## config.mk

```make
export PLATFORM = sky130hd
export DESIGN_NAME = freq_meter
export DESIGN_NICKNAME = d
export VERILOG_FILES = /design/src/rtl/freq_meter_pkg.sv /design/src/rtl/freq_meter_sync_edge.sv /design/src/rtl/freq_meter.sv
export SDC_FILE = /design/constraint.sdc
export NUM_CORES = 1
export LEC_CHECK = 0
export ABC_AREA = 1
export CAP_MARGIN = 10
export CORE_MARGIN = 2
export CORE_UTILIZATION = 45
export DETAILED_ROUTE_END_ITERATION = 8
export DONT_BUFFER_PORTS = 1
export GPL_ROUTABILITY_DRIVEN = 1
export GPL_TIMING_DRIVEN = 0
export PLACE_DENSITY = 0.63
export SETUP_SLACK_MARGIN = 0.02
export SYNTH_ARGS = -nofsm -noshare
export SYNTH_HDL_FRONTEND = slang
export SYNTH_SLANG_ARGS = --single-unit
```

## constraint.sdc

```tcl
create_clock -name clk -period 2.2 [get_ports clk]
set_input_delay 0.66 -clock clk [delete_from_list [all_inputs] [get_ports clk]]
set_output_delay 0.66 -clock clk [all_outputs]
set_load 0.01 [all_outputs]
```

## src/rtl/freq_meter_pkg.sv

```systemverilog
// Shared types and defaults for the gated edge-counting frequency meter.
// Consumers: freq_meter (top). Optional feature macro: FREQ_METER_OVF_EN.
package freq_meter_pkg;

    typedef enum logic [1:0] {
        IDLE    = 2'd0,
        ARM     = 2'd1,
        MEASURE = 2'd2,
        DONE    = 2'd3
    } fm_state_e;

    localparam int unsigned DEF_GATE_CYCLES = 100000000;
    localparam int unsigned DEF_CNT_W       = 32;

    function automatic logic fm_is_busy(input fm_state_e s);
        return s != IDLE;
    endfunction

endpackage

```

## src/rtl/freq_meter_sync_edge.sv

```systemverilog
// sync_edge: 2-FF synchronizer for an asynchronous input plus a delay register
// producing a one-cycle rising-edge strobe. Synchronous active-high reset to 0.
module sync_edge (
    input  logic clk,
    input  logic rst,
    input  logic sig_in,
    output logic edge_stb
);

    logic s1_q, s1_d;
    logic s2_q, s2_d;
    logic s3_q, s3_d;

    always_comb begin
        s1_d = sig_in;
        s2_d = s1_q;
        s3_d = s2_q;
    end

    always_ff @(posedge clk) begin
        if (rst) begin
            s1_q <= 1'b0;
            s2_q <= 1'b0;
            s3_q <= 1'b0;
        end else begin
            s1_q <= s1_d;
            s2_q <= s2_d;
            s3_q <= s3_d;
        end
    end

    assign edge_stb = s2_q & ~s3_q;

endmodule

```

## src/rtl/freq_meter.sv

```systemverilog
// Gated frequency meter: counts rising edges of sig_in over GATE_CYCLES clk cycles.
// Define FREQ_METER_OVF_EN for a saturating counter and the ovf output.
module freq_meter
    import freq_meter_pkg::*;
#(
    parameter int unsigned GATE_CYCLES = DEF_GATE_CYCLES,
    parameter int unsigned CNT_W       = DEF_CNT_W
) (
    input  logic             clk,
    input  logic             rst,
    input  logic             sig_in,
    input  logic             start,
    input  logic             cont,
    output logic             busy,
    output logic             valid,
    output logic [CNT_W-1:0] count
`ifdef FREQ_METER_OVF_EN
    ,
    output logic             ovf
`endif
);

    localparam int GATE_W = $clog2(GATE_CYCLES + 1);
    localparam logic [GATE_W-1:0] GATE_LAST = GATE_W'(GATE_CYCLES - 1);

    function automatic logic [CNT_W-1:0] cnt_step(input logic [CNT_W-1:0] c,
                                                  input logic             inc);
`ifdef FREQ_METER_OVF_EN
        if (inc && (c != {CNT_W{1'b1}})) return c + CNT_W'(1);
        return c;
`else
        return c + CNT_W'(inc);
`endif
    endfunction

    logic edge_stb;

    sync_edge u_sync_edge (
        .clk      (clk),
        .rst      (rst),
        .sig_in   (sig_in),
        .edge_stb (edge_stb)
    );

    fm_state_e         state_q, state_d;
    logic [GATE_W-1:0] gate_q, gate_d;
    logic [CNT_W-1:0]  edge_cnt_q, edge_cnt_d;
    logic [CNT_W-1:0]  count_q, count_d;
    logic              valid_q, valid_d;
`ifdef FREQ_METER_OVF_EN
    logic              ovf_acc_q, ovf_acc_d;
    logic              ovf_q, ovf_d;
`endif

    always_comb begin
        state_d    = state_q;
        gate_d     = gate_q;
        edge_cnt_d = edge_cnt_q;
        count_d    = count_q;
        valid_d    = 1'b0;
`ifdef FREQ_METER_OVF_EN
        ovf_acc_d  = ovf_acc_q;
        ovf_d      = ovf_q;
`endif
        case (state_q)
            IDLE: begin
                if (start) state_d = ARM;
            end
            ARM: begin
                gate_d     = '0;
                edge_cnt_d = '0;
`ifdef FREQ_METER_OVF_EN
                ovf_acc_d  = 1'b0;
`endif
                state_d    = MEASURE;
            end
            MEASURE: begin
                edge_cnt_d = cnt_step(edge_cnt_q, edge_stb);
`ifdef FREQ_METER_OVF_EN
                // An edge seen while already pinned at full scale marks the result as clipped.
                if (edge_stb && (edge_cnt_q == {CNT_W{1'b1}})) ovf_acc_d = 1'b1;
`endif
                gate_d = gate_q + GATE_W'(1);
                if (gate_q == GATE_LAST) state_d = DONE;
            end
            DONE: begin
                count_d = edge_cnt_q;
                valid_d = 1'b1;
`ifdef FREQ_METER_OVF_EN
                ovf_d   = ovf_acc_q;
`endif
                state_d = cont ? ARM : IDLE;
            end
            default: state_d = IDLE;
        endcase
    end

    always_ff @(posedge clk) begin
        if (rst) begin
            state_q    <= IDLE;
            gate_q     <= '0;
            edge_cnt_q <= '0;
            count_q    <= '0;
            valid_q    <= 1'b0;
`ifdef FREQ_METER_OVF_EN
            ovf_acc_q  <= 1'b0;
            ovf_q      <= 1'b0;
`endif
        end else begin
            state_q    <= state_d;
            gate_q     <= gate_d;
            edge_cnt_q <= edge_cnt_d;
            count_q    <= count_d;
            valid_q    <= valid_d;
`ifdef FREQ_METER_OVF_EN
            ovf_acc_q  <= ovf_acc_d;
            ovf_q      <= ovf_d;
`endif
        end
    end

    assign busy  = fm_is_busy(state_q);
    assign valid = valid_q;
    assign count = count_q;
`ifdef FREQ_METER_OVF_EN
    assign ovf   = ovf_q;
`endif

endmodule

```

**Word level (Yosys, flattened, before mapping)**

Index checks and enable logic that the tools add are counted.
W data, S select, Z words.

- Register bits after elaboration: 97
- Bits in latches: 0
- Memory bits (writable): 0
- ROM bits: 0
- Input port bits: 5
- Output and inout bits: 34
- Logic and storage cells: 29
- Memories kept: 0

- $add $sub $neg: 2
- Multipliers: 0
- Div/mod/pow operators: 0
- Magnitude comparators: 0
- Equality and inequality tests: 6
- Shifts and indexed selects: 0
- Mux-type cells: 7
- Bitwise operators: 2
- Reduce and logical (&&, ||, !) cells: 4

Operators by type and width:

| kind | count |
|---|---|
| $pmux W32 S2 | 1 |
| $pmux W27 S2 | 1 |
| $add A32 B1 Y32 | 1 |
| $add A27 B1 Y27 const B | 1 |
| $eq A27 B27 Y1 const B | 1 |
| $pmux W2 S4 | 1 |
| $eq A2 B2 Y1 const B | 2 |
| $mux W2 | 2 |
| $ne A2 B2 Y1 const B | 2 |
| $reduce_bool A2 Y1 | 2 |
| $eq A2 B1 Y1 const B | 1 |
| $logic_not A2 Y1 | 1 |
| $mux W1 | 2 |
| $reduce_and A2 Y1 | 1 |
| $and A1 B1 Y1 | 1 |
| $not A1 Y1 | 1 |

**Logic depth before layout (Yosys ltp)**

Gate-level depths: netlist of the first run.

- Depth in word-level cells: 4
- Depth in mapped cells: 12
- Gate-level depth less buffers: 12

**By module**

A second synthesis of the first run with hierarchy kept.

- Cells, all modules: 642
- Area, all modules: 4494.3 um^2

By module, submodules not included:

| module | times used | cells an instance | area an instance (um^2) | sequential area each (um^2) |
|---|---|---|---|---|
| freq_meter | 1 | 632 | 4408.0 | 1881.8 |
| sync_edge | 1 | 10 | 86.3 | 60.1 |

**Worst setup path before layout of the first run**

No wires, ideal clock.

- Path type: reg-to-reg
- From: reg state_q[0]
- To: reg gate_q[9]
- Setup time: 0.119 ns
- Arrival time: 1.550 ns
- Data required time: 2.081 ns
- Path slack: 0.531 ns
- Cell stages (with the launch flop): 8
- Path buffers: 1
- Clock period less this slack: 1.669 ns
- Path through: dfxtp_1 inv_1 ha_1 inv_2 o21ai_2 clkinv_1 buf_2 o221a_2

- Cells in the longest elaborated chain, start to end: 2
- Elaborated cells between the ends (all ways): 4
- Classes of those cells: 2 x eq/ne; 1 x mux; 1 x reduce/logical

RTL lines:

| element | line | text |
|---|---|---|
| start: declaration | freq_meter.sv:45 | `fm_state_e state_q, state_d;` |
| start signal: assignment | freq_meter.sv:110 | `state_q <= state_d;` |
| $eq A2 B2 Y1 or $eq A2 B1 Y1 (tied branches) | freq_meter.sv:65 | `case (state_q)` |
| $pmux W27 S2 or $reduce_bool A2 Y1 (tied branches) | n/a |  |
| end signal: assignment | freq_meter.sv:111 | `gate_q <= gate_d;` |
| end: declaration | freq_meter.sv:46 | `logic [GATE_W-1:0] gate_q, gate_d;` |

Parallel ways exist; a longest one is shown, timed or not.
A chain may end at the register's enable or synchronous reset.

**Final worst setup path of the first run**

- From: reg state_q[0]
- To: reg edge_cnt_q[25]

- Cells in the longest elaborated chain, start to end: 2
- Elaborated cells between the ends (all ways): 4
- Classes of those cells: 2 x eq/ne; 1 x mux; 1 x reduce/logical

RTL lines:

| element | line | text |
|---|---|---|
| $eq A2 B2 Y1 or $eq A2 B1 Y1 (tied branches) | freq_meter.sv:65 |  |
| $pmux W32 S2 or $reduce_bool A2 Y1 (tied branches) | n/a |  |
| end signal: assignment | freq_meter.sv:112 | `edge_cnt_q <= edge_cnt_d;` |
| end: declaration | freq_meter.sv:47 | `logic [CNT_W-1:0] edge_cnt_q, edge_cnt_d;` |

Parallel ways exist; a longest one is shown, timed or not.

==> flow_summary.json, run 1 <==
{
  "status": "complete, no violations",
  "finalHoldViolations": 0,
  "start_kind": "register",
  "ctsLongestPathBuffers": 2,
  "path_common_cell": "nand2_1",
  "wl_per_cell_um": 13.6,
  "n_antenna_cell": 0,
  "start_util_pct": 46.4,
  "crit_chain": "inv_1 > ha_2 > buf_4 > nand2_1 > nor2_1 > nand2_1 > nor3_2 > nand2_1 > nand2_1 > nor2_1",
  "htreeDepth": 3,
  "fp.dieH_um": 104,
  "dr.pass1.iters": 4,
  "tightest_slew_ps": 613,
  "leakage_uw": 0.00188,
  "hold_start": "sig_in",
  "layout_commonest_cell": "nand2_1",
  "drc_errors": 0,
  "cp_max_fo": 10,
  "rr_worst_depth": 10,
  "drive_above_1_share_pct": 9.09,
  "hold_buffers": 0,
  "routed_wl_um": 10700,
  "grt_first_pass_wirelength_um": 18200,
  "root_buffer": "clkbuf_8",
  "portBuffers": 0,
  "worst_r2r_endpoint": "edge_cnt_q[25]",
  "ys.warnings.count": 0,
  "cp_slowest_stage_delay_ps": 400,
  "drtAntennaViolNets": 0,
  "synth-seq-area-share_pct": 43.1,
  "die_area_sq_um": 10800,
  "cp-end-kind": "register",
  "synthCells": 635,
  "drtIter0Drc": 154,
  "hold_path_class": "in -> reg",
  "cp.required_ps": 2470,
  "grt_start_max_net_pins": 15,
  "cts_buffers": 9,
  "vdd_drop_max_v": 0.000419,
  "synthArstFlopShare_pct": 0,
  "synthFlopType": "dfxtp_1",
  "fin_crit_sh_pct": 90.4,
  "grt_pass1_vias": 3942,
  "worstReg2RegStart": "state_q[0]",
  "antenna_found_initial": 0,
  "drv_cap": 0,
  "dpl.hpwl_um": 8010,
  "cts_sinks": 97,
  "worstSkewPairLatency_ps": 370,
  "synth_edf_count": 0,
  "max_freq_mhz": 503,
  "final_core_util_pct": 50.2,
  "area_growth_pct": 8.32,
  "chipWidth_um": 104,
  "cts_tree": "built",
  "postSynthAreaPerCell_sq_um": 7.10,
  "reg2reg_setup_slack_ps": 210,
  "min_period_ps": 1990,
  "final_cell_mix": "nand2_1 (121), nor2_1 (103), dfxtp_1 (97)",
  "syn-num-nets": 647,
  "max_slew_margin_pct": 59.1,
  "num_rows": 36,
  "syn_area_sq_um": 4510,
  "hold_end": "u_sync_edge.s1_q",
  "gp_congestion": 0.883,
  "core-area_sq_um": 9730,
  "dr_total_vias": 3981,
  "synth_seq_cells": 97,
  "rsz0062_at_grt": "no",
  "hold_slack_ps": 406,
  "boundaryPins": 39,
  "fin_nets": 658,
  "cpMaxStageDelayCell": "ha_2",
  "criticalPathCategory": "reg -> reg",
  "slew_viol_final": 0,
  "clk_pin_slew_ps": 90,
  "skew_ps": 14.1,
  "grt_usage_pct": 20.5,
  "power.density_nw_per_um2": 839,
  "synth_cell_type_count": 37,
  "hold_depth": 2,
  "cp.arrival_ps": 2260,
  "viasPerCell": 5.09,
  "grt_overflow": 0,
  "setup_viol": 0
}
[Yosys cell counts (3+ instances only)]
library cell,count,area share [%]
nor3_1,14,1.6
nand3b_1,4,0.67
o21ai_0,51,5.7
nor2_2,7,0.97
nand2_2,4,0.55
ha_1,7,1.9
clkbuf_1,8,0.67
nor2_1,103,8.6
nand4_1,19,2.6
inv_1,72,6.0
nand2_1,121,10
a21oi_1,54,6.0
buf_2,5,0.55
nand3_1,26,2.9
nand3_2,4,0.89
inv_2,4,0.33
nor2_4,7,1.7
nor3_4,4,1.4
o21ai_1,3,0.33
dfxtp_1,97,43
[critical path, delay by kind of cell, from the launching register on]
family                   cells  cell delay (ps)
flip-flops                   1              390
adder cells (fa/ha/maj)      1              400
buffers and inverters        2              310
AND/OR/NAND/NOR              7              790
[what timing repair did]
action | in CTS | in global routing
setup buffers | 0 | 0
setup endpoints to repair | 18 | 22
gates resized for setup | 1 | 2
gates cloned | 0 | 0
[layout make-up]
| type | instances | area [sq um] |
|---|---|---|
| buffer | 18 | 87.6 |
| clock buffer | 10 | 128 |
| clock inverter | 4 | 70.1 |
| fill | 1006 | 4840 |
| inverter | 78 | 294 |
| multi-input combinational | 442 | 2200 |
| sequential | 97 | 1940 |
| tap | 133 | 166 |
[per-stage QoR]
step | TNS, ps | std cells | setup WS (ps) | cell area, sq um | total power, uW
after CTS | 0 | 782 | 77.8 | 4880 | 4120
after global placement | 0 | 768 | 72.5 | 4680 | 2880
after global routing | 0 | 782 | 27.5 | 4890 | 4310
after floorplan | 0 | 635 | 531 | 4510 | 2630
final | 0 | 782 | 210 | 4890 | 4100
after detailed placement | -24.9 | 768 | -18.6 | 4680 | 2900
[metal layers]
layer | wire [um] | share of wire, % | up-vias | global-route usage, %
met4 | 204 | 1.9 | 0 | 7.92
met2 | 5160 | 48 | 65 | 36.1
met1 | 4760 | 45 | 1815 | 24.7
met5 | 0 | 0 | - | 0
li1 | - | - | 2085 | -
met3 | 532 | 5.0 | 16 | 3.82
[logic make-up after synthesis]
logic type               after synthesis  share of synthesized area, %
AND/OR/NAND/NOR                      319                          33.1
AO/OA/AOI/OAI                        115                          13.2
flip-flops                            97                          43.1
buffers and inverters                 96                          8.43
adder cells (fa/ha/maj)                7                          1.94
XOR/XNOR                               1                         0.194
[flip-flops by register name, indices dropped and copies added, names as in the netlist]
name	count
state_q	2
valid	1
u_sync_edge.s2_q	1
u_sync_edge.s1_q	1
count	32
edge_cnt_q	32
u_sync_edge.s3_q	1
gate_q	27
[how the worst max path moves through the flow]
stage / startpoint / endpoint
floorplan: state_q[0] / gate_q[9]
global placement: state_q[0] / edge_cnt_q[8]
detailed placement: state_q[0] / edge_cnt_q[8]
CTS: state_q[0] / edge_cnt_q[8]
global route: state_q[0] / edge_cnt_q[25]
finish: state_q[0] / edge_cnt_q[25]
[power by group]
| part | internal (uW) | leakage, uW | switching (uW) |
|---|---|---|---|
| sequential | 1880 | 0.000783 | 129 |
| combinational | 262 | 0.000999 | 599 |
| clock | 626 | 0.000102 | 606 |
| total | 2760 | 0.00188 | 1330 |
(Power assumes the default switching activity.)
==> run 2, diff against run 1 <==
CTS_CLUSTER_SIZE = 30   (was not set)
==> results of run 2 <==
Final layout, timing and power as in run 1 (identical DEF).
==> run 3, diff against run 2 <==
CELL_PAD_IN_SITES_DETAIL_PLACEMENT = 0   (was not set)
CELL_PAD_IN_SITES_GLOBAL_PLACEMENT = 1   (was not set)
PLACE_DENSITY = 0.81   (was 0.63)
==> run 3 against run 2 <==
  * Combinational power up 0.9%
  * First-iteration DRC count rose by 5.2%
  * Worst setup slack better by 13 ps
  * Sequential power hardly changed
  * Clock power decreased by 15%
  * Sequential share of layout area increased by 0.20 points
  * Die area unchanged
  * Critical path type unchanged
  * Flip-flop and latch count did not move
  * Count of clock-buffer cells in the layout stayed put
==> flow_summary.json, run 3 (synthesis gave the netlist of run 1 again) <==
{
  "root_buffer": "clkbuf_8",
  "chipWidth_um": 104,
  "rsz0062_at_grt": "no",
  "dpl-instance-area_sq_um": 4680,
  "cp.arrival_ps": 2250,
  "leakage_uw": 0.00186,
  "switching_share_pct": 34.9,
  "num_rows": 36,
  "grt_start_max_net_pins": 17,
  "post_cts_buffers": 0,
  "grt_pass1_vias": 3743,
  "n_antenna_cell": 0,
  "gp_congestion": 0.867,
  "seqPwrFrac_pct": 51.1,
  "boundaryPins": 39,
  "status": "complete, no violations",
  "cp_max_fo": 10,
  "grt_overflow": 0,
  "dr_total_vias": 3980,
  "skew_ps": 10.2,
  "drtAntennaViolNets": 0,
  "ctsLongestPathBuffers": 2,
  "core-area_sq_um": 9730,
  "power.density_nw_per_um2": 807,
  "drive_above_1_share_pct": 9.37,
  "fin_crit_sh_pct": 89.8,
  "final.setup.worst_slack_ps": 223,
  "clk_pin_slew_ps": 90,
  "viasPerCell": 5.08,
  "vdd_drop_max_v": 0.000392,
  "fillers": 1026,
  "hold_end": "u_sync_edge.s1_q",
  "p_switching_uw": 1370,
  "max_slew_margin_pct": 61.5,
  "reg2reg_setup_slack_ps": 220,
  "grt_first_pass_wirelength_um": 18200,
  "cp-end-kind": "register",
  "worst_r2r_endpoint": "edge_cnt_q[25]",
  "hold_start": "sig_in",
  "antenna_found_initial": 0,
  "worstReg2RegStart": "state_q[1]",
  "die_area_sq_um": 10800,
  "dpl.hpwl_um": 8170,
  "dr.pass1.iters": 6,
  "area_growth_pct": 7.77,
  "criticalPathCategory": "reg -> reg",
  "setup_viol": 0,
  "combPwrFrac_pct": 22.2,
  "min_period_ps": 1980,
  "rr_worst_depth": 10,
  "final_cell_mix": "nand2_1 (121), nor2_1 (103), dfxtp_1 (97)",
  "fin_nets": 658,
  "drc_errors": 0,
  "htreeDepth": 3,
  "power_frac_clock_pct": 26.7,
  "fp.dieH_um": 104,
  "routed_wl_um": 10800,
  "grt_usage_pct": 20.7,
  "max_freq_mhz": 506,
  "tightest_slew_ps": 578,
  "worstSkewPairLatency_ps": 370,
  "start_util_pct": 46.4,
  "layout_commonest_cell": "nand2_1",
  "p_int_uw": 2550,
  "portBuffers": 0,
  "drv_cap": 0,
  "hold_depth": 2,
  "hold_buffers": 0,
  "start_kind": "register",
  "wl_per_cell_um": 13.8,
  "pre_cts_slack_ps": -0.774,
  "drtIter0Drc": 162,
  "cts_buffers": 9,
  "finalHoldViolations": 0,
  "cp.required_ps": 2470,
  "slew_viol_final": 0,
  "cts_tree": "built",
  "cts_sinks": 97,
  "hold_path_class": "in -> reg",
  "final_area_sq_um": 4860
}
[run 3: cell count changes in the layout (fill, tap and decap cells not counted), sizes merged]
cell | before | now
clkinvlp | 0 | 3
clkinv | 4 | 5
bufinv | 2 | 0
[run 3: worst max path at each step]
stage / from / endpoint / slack, ps / depth (start not counted)
2_1_floorplan: state_q[0] / gate_q[9] / 530 / 7
3_3_place_gp: state_q[0] / edge_cnt_q[8] / 4 / 8
3_5_place_dp: state_q[1] / edge_cnt_q[8] / -0.8 / 8
4_1_cts: state_q[1] / edge_cnt_q[8] / 120 / 8
5_1_grt: state_q[1] / edge_cnt_q[9] / 20 / 9
6_report: state_q[1] / edge_cnt_q[25] / 220 / 10
[run 3: per-stage QoR]
step / hold WS, ps / total power [uW] / util, % / TNS (ps) / std cells
2_1_floorplan: 388 / 2630 / - / 0 / 635
3_3_place_gp: 399 / 2880 / 48.1 / 0 / 768
6_report: 399 / 3920 / 50.0 / 0 / 784
5_1_grt: 400 / 4170 / 50.0 / 0 / 784
3_5_place_dp: 397 / 2900 / 48.1 / -0.774 / 768
4_1_cts: 385 / 3960 / 49.9 / 0 / 784
[run 3: final cells by class]
type	instances	area [sq um]	share of cell area, %
Sequential cell	97	1940	39.9
Clock inverter	6	45.0	0.927
Clock buffer	10	128	2.63
Buffer	18	87.6	1.80
Inverter	78	294	6.05
Tap cell	133	166	3.42
Multi-Input combinational cell	442	2200	45.2
[run 3: power groups by stage]
stage	logic (uW)	registers, uW	clock network [uW]
2_1_floorplan	611	2020	0
3_3_place_gp	838	2050	0
3_5_place_dp	857	2050	0
4_1_cts	860	2010	1090
5_1_grt	984	2020	1160
6_report	869	2000	1050
[run 3: what timing repair did]
action | in CTS | in global routing
endpoints found under the setup margin | 1 | 28
cloned | 0 | 0
resized for setup | 1 | 2
[run 3: layer usage]
metal | vias to the layer above | global-route usage [%] | wire length [um]
li1 | 2073 | - | -
met4 | 0 | 6.47 | 159
met2 | 53 | 35.7 | 5220
met5 | - | 0 | 0
met3 | 15 | 4.01 | 349
met1 | 1839 | 26.1 | 5110
[run 3: critical path: stages (launching register included)]
cell,delay (ps)
dfxtp_1,410
inv_1,90
ha_2,390
buf_4,200
nand2_1,100
nor2_1,180
nand2_1,130
nor3_2,200
nand2_1,80
nand2_1,60
nor2_1,40
